### src/rtl/cp0_irq_ctrl.sv
// Interrupt/exception sequencer beside CP0: Count/Compare timer, IP synchronisation and
// masking, commit-time arbitration and a one-cycle flush with redirect PC.
module cp0_irq_ctrl #(
    parameter logic [31:0] EXC_VECTOR   = 32'hBFC00380,
    parameter int          COUNT_DIV    = 2,
    parameter int          DRAIN_CYCLES = 2
) (
    input  logic        i_clk,
    input  logic        i_rst,
    input  logic [5:0]  i_hw_int,
    input  logic        i_status_ie,
    input  logic        i_status_exl,
    input  logic [7:0]  i_status_im,
    input  logic [1:0]  i_cause_ip_sw,
    input  logic        i_mtc0_we,
    input  logic [4:0]  i_mtc0_addr,
    input  logic [31:0] i_mtc0_wdata,
    input  logic        i_commit_valid,
    input  logic [31:0] i_commit_pc,
    input  logic        i_commit_in_ds,
    input  logic        i_stall,
    input  logic        i_except_req,
    input  logic [4:0]  i_exc_code,
    input  logic        i_eret_req,
    input  logic [31:0] i_epc,
    output logic [31:0] o_count,
    output logic [31:0] o_compare,
    output logic [7:0]  o_cause_ip,
    output logic        o_int_pending,
    output logic        o_flush,
    output logic [31:0] o_new_pc,
    output logic        o_int_take,
    output logic [4:0]  o_exc_code,
    output logic [31:0] o_exc_epc,
    output logic        o_exc_bd
);

    localparam int PW = (COUNT_DIV > 1) ? $clog2(COUNT_DIV) : 1;
    localparam int DW = (DRAIN_CYCLES > 1) ? $clog2(DRAIN_CYCLES) : 1;
    localparam logic [PW-1:0] PRESC_MAX = PW'(COUNT_DIV - 1);
    localparam logic [DW-1:0] DRAIN_MAX = DW'(DRAIN_CYCLES - 1);

    typedef enum logic [1:0] {S_IDLE, S_FLUSH, S_DRAIN} state_t;

    state_t        r_state, w_state_nxt;
    logic [DW-1:0] r_drain;
    logic [PW-1:0] r_presc;
    logic [31:0]   r_count, r_compare;
    logic          r_timer_int;
    logic [5:0]    r_sync1, r_sync2;
    logic [31:0]   r_new_pc, r_exc_epc;
    logic [4:0]    r_exc_code;
    logic          r_exc_bd, r_is_int;

    logic          w_presc_wrap, w_count_we, w_compare_we, w_count_upd;
    logic [31:0]   w_count_nxt;
    logic [7:0]    w_ip;
    logic          w_int_pend, w_accept;

    // ---------------- timer ----------------
    assign w_presc_wrap = (r_presc == PRESC_MAX);
    assign w_count_we   = i_mtc0_we && (i_mtc0_addr == 5'd9);
    assign w_compare_we = i_mtc0_we && (i_mtc0_addr == 5'd11);
    assign w_count_upd  = w_count_we || w_presc_wrap;
    assign w_count_nxt  = w_count_we ? i_mtc0_wdata : r_count + 32'd1;

    always_ff @(posedge i_clk or posedge i_rst) begin
        if (i_rst) begin
            r_presc     <= '0;
            r_count     <= '0;
            r_compare   <= '0;
            r_timer_int <= 1'b0;
        end else begin
            if (w_count_we || w_presc_wrap) r_presc <= '0;
            else                            r_presc <= r_presc + PW'(1);
            if (w_count_upd) r_count <= w_count_nxt;
            // A Compare write always beats a coincident match.
            if (w_compare_we) begin
                r_compare   <= i_mtc0_wdata;
                r_timer_int <= 1'b0;
            end else if (w_count_upd && (w_count_nxt == r_compare)) begin
                r_timer_int <= 1'b1;
            end
        end
    end

    // ---------------- interrupt lines ----------------
    always_ff @(posedge i_clk or posedge i_rst) begin
        if (i_rst) begin
            r_sync1 <= '0;
            r_sync2 <= '0;
        end else begin
            r_sync1 <= i_hw_int;
            r_sync2 <= r_sync1;
        end
    end

    assign w_ip       = {r_sync2[5] | r_timer_int, r_sync2[4:0], i_cause_ip_sw};
    assign w_int_pend = i_status_ie && !i_status_exl && |(w_ip & i_status_im);
    assign w_accept   = (r_state == S_IDLE) && i_commit_valid && !i_stall &&
                        (w_int_pend || i_except_req || i_eret_req);

    // ---------------- sequencer FSM ----------------
    always_ff @(posedge i_clk or posedge i_rst) begin
        if (i_rst) begin
            r_state <= S_IDLE;
            r_drain <= '0;
        end else begin
            r_state <= w_state_nxt;
            if (r_state == S_DRAIN) r_drain <= r_drain + DW'(1);
            else                    r_drain <= '0;
        end
    end

    always_comb begin
        w_state_nxt = r_state;
        case (r_state)
            S_IDLE:  if (w_accept) w_state_nxt = S_FLUSH;
            S_FLUSH: w_state_nxt = S_DRAIN;
            S_DRAIN: if (r_drain == DRAIN_MAX) w_state_nxt = S_IDLE;
            default: w_state_nxt = S_IDLE;
        endcase
    end

    // Redirect payload is captured at acceptance and held until the next one.
    always_ff @(posedge i_clk or posedge i_rst) begin
        if (i_rst) begin
            r_new_pc   <= '0;
            r_exc_epc  <= '0;
            r_exc_code <= '0;
            r_exc_bd   <= 1'b0;
            r_is_int   <= 1'b0;
        end else if (w_accept) begin
            r_is_int <= w_int_pend;
            if (w_int_pend || i_except_req) begin
                r_new_pc   <= EXC_VECTOR;
                r_exc_code <= w_int_pend ? 5'd0 : i_exc_code;
                r_exc_epc  <= i_commit_in_ds ? i_commit_pc - 32'd4 : i_commit_pc;
                r_exc_bd   <= i_commit_in_ds;
            end else begin
                r_new_pc   <= i_epc;
                r_exc_code <= 5'd0;
            end
        end
    end

    always_comb begin
        o_flush    = (r_state == S_FLUSH);
        o_int_take = (r_state == S_FLUSH) && r_is_int;
    end

    assign o_count       = r_count;
    assign o_compare     = r_compare;
    assign o_cause_ip    = w_ip;
    assign o_int_pending = w_int_pend;
    assign o_new_pc      = r_new_pc;
    assign o_exc_code    = r_exc_code;
    assign o_exc_epc     = r_exc_epc;
    assign o_exc_bd      = r_exc_bd;

endmodule

### config.mk
export PLATFORM = sky130hd
export DESIGN_NAME = cp0_irq_ctrl
export DESIGN_NICKNAME = d
export VERILOG_FILES = /design/src/rtl/cp0_irq_ctrl.sv
export SDC_FILE = /design/constraint.sdc
export NUM_CORES = 1
export LEC_CHECK = 0
export ABC_AREA = 1
export CAP_MARGIN = 20
export CELL_PAD_IN_SITES_DETAIL_PLACEMENT = 0
export CELL_PAD_IN_SITES_GLOBAL_PLACEMENT = 2
export CORE_ASPECT_RATIO = 1.5
export CORE_UTILIZATION = 27
export DETAILED_ROUTE_END_ITERATION = 10
export GPL_TIMING_DRIVEN = 0
export PLACE_DENSITY = 0.88
export SETUP_SLACK_MARGIN = 0.02
export SLEW_MARGIN = 20
export SYNTH_ARGS = -nofsm -noshare
export SYNTH_HDL_FRONTEND = slang
export SYNTH_SLANG_ARGS = --single-unit
### constraint.sdc
create_clock -name i_clk -period 13.1 [get_ports i_clk]
set_clock_uncertainty 0.15 [all_clocks]
set_input_delay 2.62 -clock i_clk [delete_from_list [all_inputs] [get_ports i_clk]]
set_output_delay 2.62 -clock i_clk [all_outputs]
set_load 0.1 [all_outputs]
==> summary.txt <==
CTS max path bufs -> 2
clock latency on the worst-skew pair -> 450 ps
vias per inst -> 4.60
syn_area_per_cell -> 7.61 sq um
Startpoint Class -> input pin
outcome -> finished clean
DRT antenna net count -> 0
combinational share of power -> 59.7%
Global Route Usage Sum -> 20.8%
max_slew headroom -> 27.6%
post-cts hold buffer count -> 0
Static Leakage -> 5.38 nW
die area -> 0.0317 sq mm
clock group share of total power -> 15.4%
Synth Net Count -> 1234
Slew Viols, Final -> 0
DR WL/cell -> 17.6 um
Top FF cell, synth -> dfrtp_1
Initial DRC Count -> 392
pin count of the biggest net entering global routing -> 84
Initial Utilization -> 27.6%
Distinct cells, synth -> 43
post-synthesis sequential area ratio -> 45.4%
die span in x -> 146 um
register share of total power -> 24.9%
grt total ovfl -> 0
first-pass GRT wire length -> 49100 um
CTS root buffer -> clkbuf_16
ys async rst share -> 100%
vias post-DR -> 8329
synthesized area -> 0.00837 sq mm
busiest grt layer -> met2
Syn-to-layout area delta -> 45.9%
vias in the first global route -> 8618
worst-margin pin slew -> 1080 ps
maxcap violations -> 0
register clock-pin slew on the reported worst setup and hold paths -> 60 ps
Power Density -> 251 mW/mm^2
fin crit share -> 60.6%
# H-tree levels -> 4
fmax -> 126 MHz
Worst VDD drop -> 159 uV
Detailed Routing Iterations Pass 1 -> 4
RSZ-0062 raised after global routing -> false
TNS Setup -> 0 ps
share of cells above drive strength 1 -> 8.87%
Crit Path Class -> input pin to output port
Num CTS Buffers -> 17
Switching Share -> 58.2%
Yosys warnings -> 0
dpl cells -> 1777
# IOs -> 277
EDFF count, synth -> 0
CP Max Fanout -> 7
CP Capture Type -> output port
clk sinks -> 152
residual DRC count -> 0
met2 Use GR -> 39.5%
Worst EP arrival -> 5170 ps
Switch Pwr -> 0.00179 W
Final GP Congestion -> 0.959
CTS resizes -> 0
final setup fails -> 0
setup bufs post-CTS -> 0
num rows -> 78
Post-Syn Instances -> 1100
final WL -> 31800 um
initial antenna violation count -> 1
post-layout minimum cycle time -> 7940 ps
Hold Path Class -> register to register
Die H -> 218 um
GR Layer Usage met1 -> 20.9%
Core ar. -> 0.0304 sq mm
Seq cells post-synth -> 152
Hold WS -> 198 ps
ant diodes -> 0
HPWL Detailed -> 25300 um
final cell count without fillers -> 1809
Post-layout nets -> 1530
PortBufs -> 276
TritonCTS clock tree -> done
CP required -> 10330 ps
P_int -> 0.00128 W
routing usage on met3 -> 4.94%
Hold Vio Cnt, Final -> 0
==> final timing paths <==
path                                            from                   endpoint  slack, ps  cells after the start
worst max-delay path                i_cause_ip_sw[0]              o_int_pending       5160                      8
worst min-delay path            r_sync1[0]$_DFF_PP0_       r_sync2[0]$_DFF_PP0_        200                      0
worst max register to register  r_sync2[0]$_DFF_PP0_  o_exc_epc[14]$_DFFE_PP0P_      10330                      9
worst min register to register  r_sync1[0]$_DFF_PP0_       r_sync2[0]$_DFF_PP0_        200                      0
max in group asynchronous                      i_rst  o_compare[25]$_DFFE_PP0P_       9480                      3
min in group asynchronous                      i_rst   o_compare[0]$_DFFE_PP0P_       2490                      2
==> layout make-up <==
cell class	instances	area (sq um)
Multi-Input combinational cell	800	3950
Clock buffer	17	425
Tap cell	400	500
Clock inverter	15	115
Sequential cell	152	3800
Fill cell	3222	18100
Buffer	38	205
Inverter	110	420
Timing Repair Buffer	277	2790
==> routing by layer <==
metal	up-vias	part of all wire (%)
met5	-	0.038
met4	2	4.2
met3	55	5.4
met2	257	54
met1	3898	36
li1	4117	-
==> worst max-delay path: stages <==
cell             delay [ps]
clkdlybuf4s50_1         420
nand2_1                  70
nand2_1                  50
a221oi_1                520
nand4_1                 210
nand3_2                 220
inv_2                    70
clkdlybuf4s50_1         970
==> per-stage QoR <==
| stage | setup WS [ps] | cell area (sq um) | total power, W | util, % |
|---|---|---|---|---|
| detailed placement | 5020 | 11700 | 0.00261 | 38.5 |
| global placement | 3550 | 11600 | 0.00260 | 38.3 |
| CTS | 5000 | 12200 | 0.00309 | 40.2 |
| global route | 4940 | 12200 | 0.00321 | 40.2 |
| floorplan | 6240 | 8370 | 0.00211 | - |
| finish | 5160 | 12200 | 0.00307 | 40.2 |
==> synthesized netlist by cell type (all sizes together), types with 2 or more instances <==
cell	count	area, sq um
dfrtp	152	3800
o22a	9	78.8
buf	23	149
nand4	10	62.6
clkbuf	15	56.3
clkinv	3	11.3
o21ai	105	529
nor2	116	591
nand3b	12	90.1
nand2	372	1450
nor3	9	45.0
ha	2	25.0
xor2	16	140
o21bai	4	30.0
or2	16	100
inv	107	402
nor4	5	43.8
nand3	86	450
a31oi	4	25.0
a22o	17	149
o211ai	2	15.0
xnor2	8	70.1
a21oi	2	13.8
==> power by group through the flow <==
| stage | combinational (W) | sequential, W | clock (W) |
|---|---|---|---|
| after floorplan | 0.000345 | 0.00176 | 0 |
| after global placement | 0.00183 | 0.000769 | 0 |
| after detailed placement | 0.00184 | 0.000769 | 0 |
| after CTS | 0.00184 | 0.000765 | 0.000486 |
| after global routing | 0.00192 | 0.000787 | 0.000504 |
| final | 0.00183 | 0.000764 | 0.000472 |
==> state kept, by name, indices dropped and copies added, names as in the netlist, 2 cells and up <==
register and count:
o_exc_epc 32, r_sync1 6, o_compare 32, o_exc_code 5, o_count 32, r_sync2 6
o_new_pc 32, r_state 2
==> layout by cell type, fill, tap and decap left out, drive strengths merged <==
cell / instances
nand2: 372
clkdlybuf4s50: 276
dfrtp: 152
nor2: 116
inv: 114
o21ai: 105
nand3: 86
clkbuf: 32
buf: 24
a22o: 17
xor2: 16
or2: 16
nand3b: 12
nand4: 10
o22a: 9
nor3: 9
xnor2: 8
clkinv: 7
nor4: 5
o21bai: 4
a31oi: 4
clkinvlp: 4
o211ai: 2
ha: 2
a21oi: 2
and2: 1
a221oi: 1
a22oi: 1
a31o: 1
and3: 1
==> logic make-up after synthesis <==
family | Yosys count | synth area share (%)
flip-flops | 152 | 45.4
adder cells (fa/ha/maj) | 2 | 0.299
XOR/XNOR | 24 | 2.51
buffers and inverters | 148 | 7.38
AND/OR/NAND/NOR | 628 | 34.0
AO/OA/AOI/OAI | 146 | 10.3
Note: power is estimated with default switching activity, not from simulation.
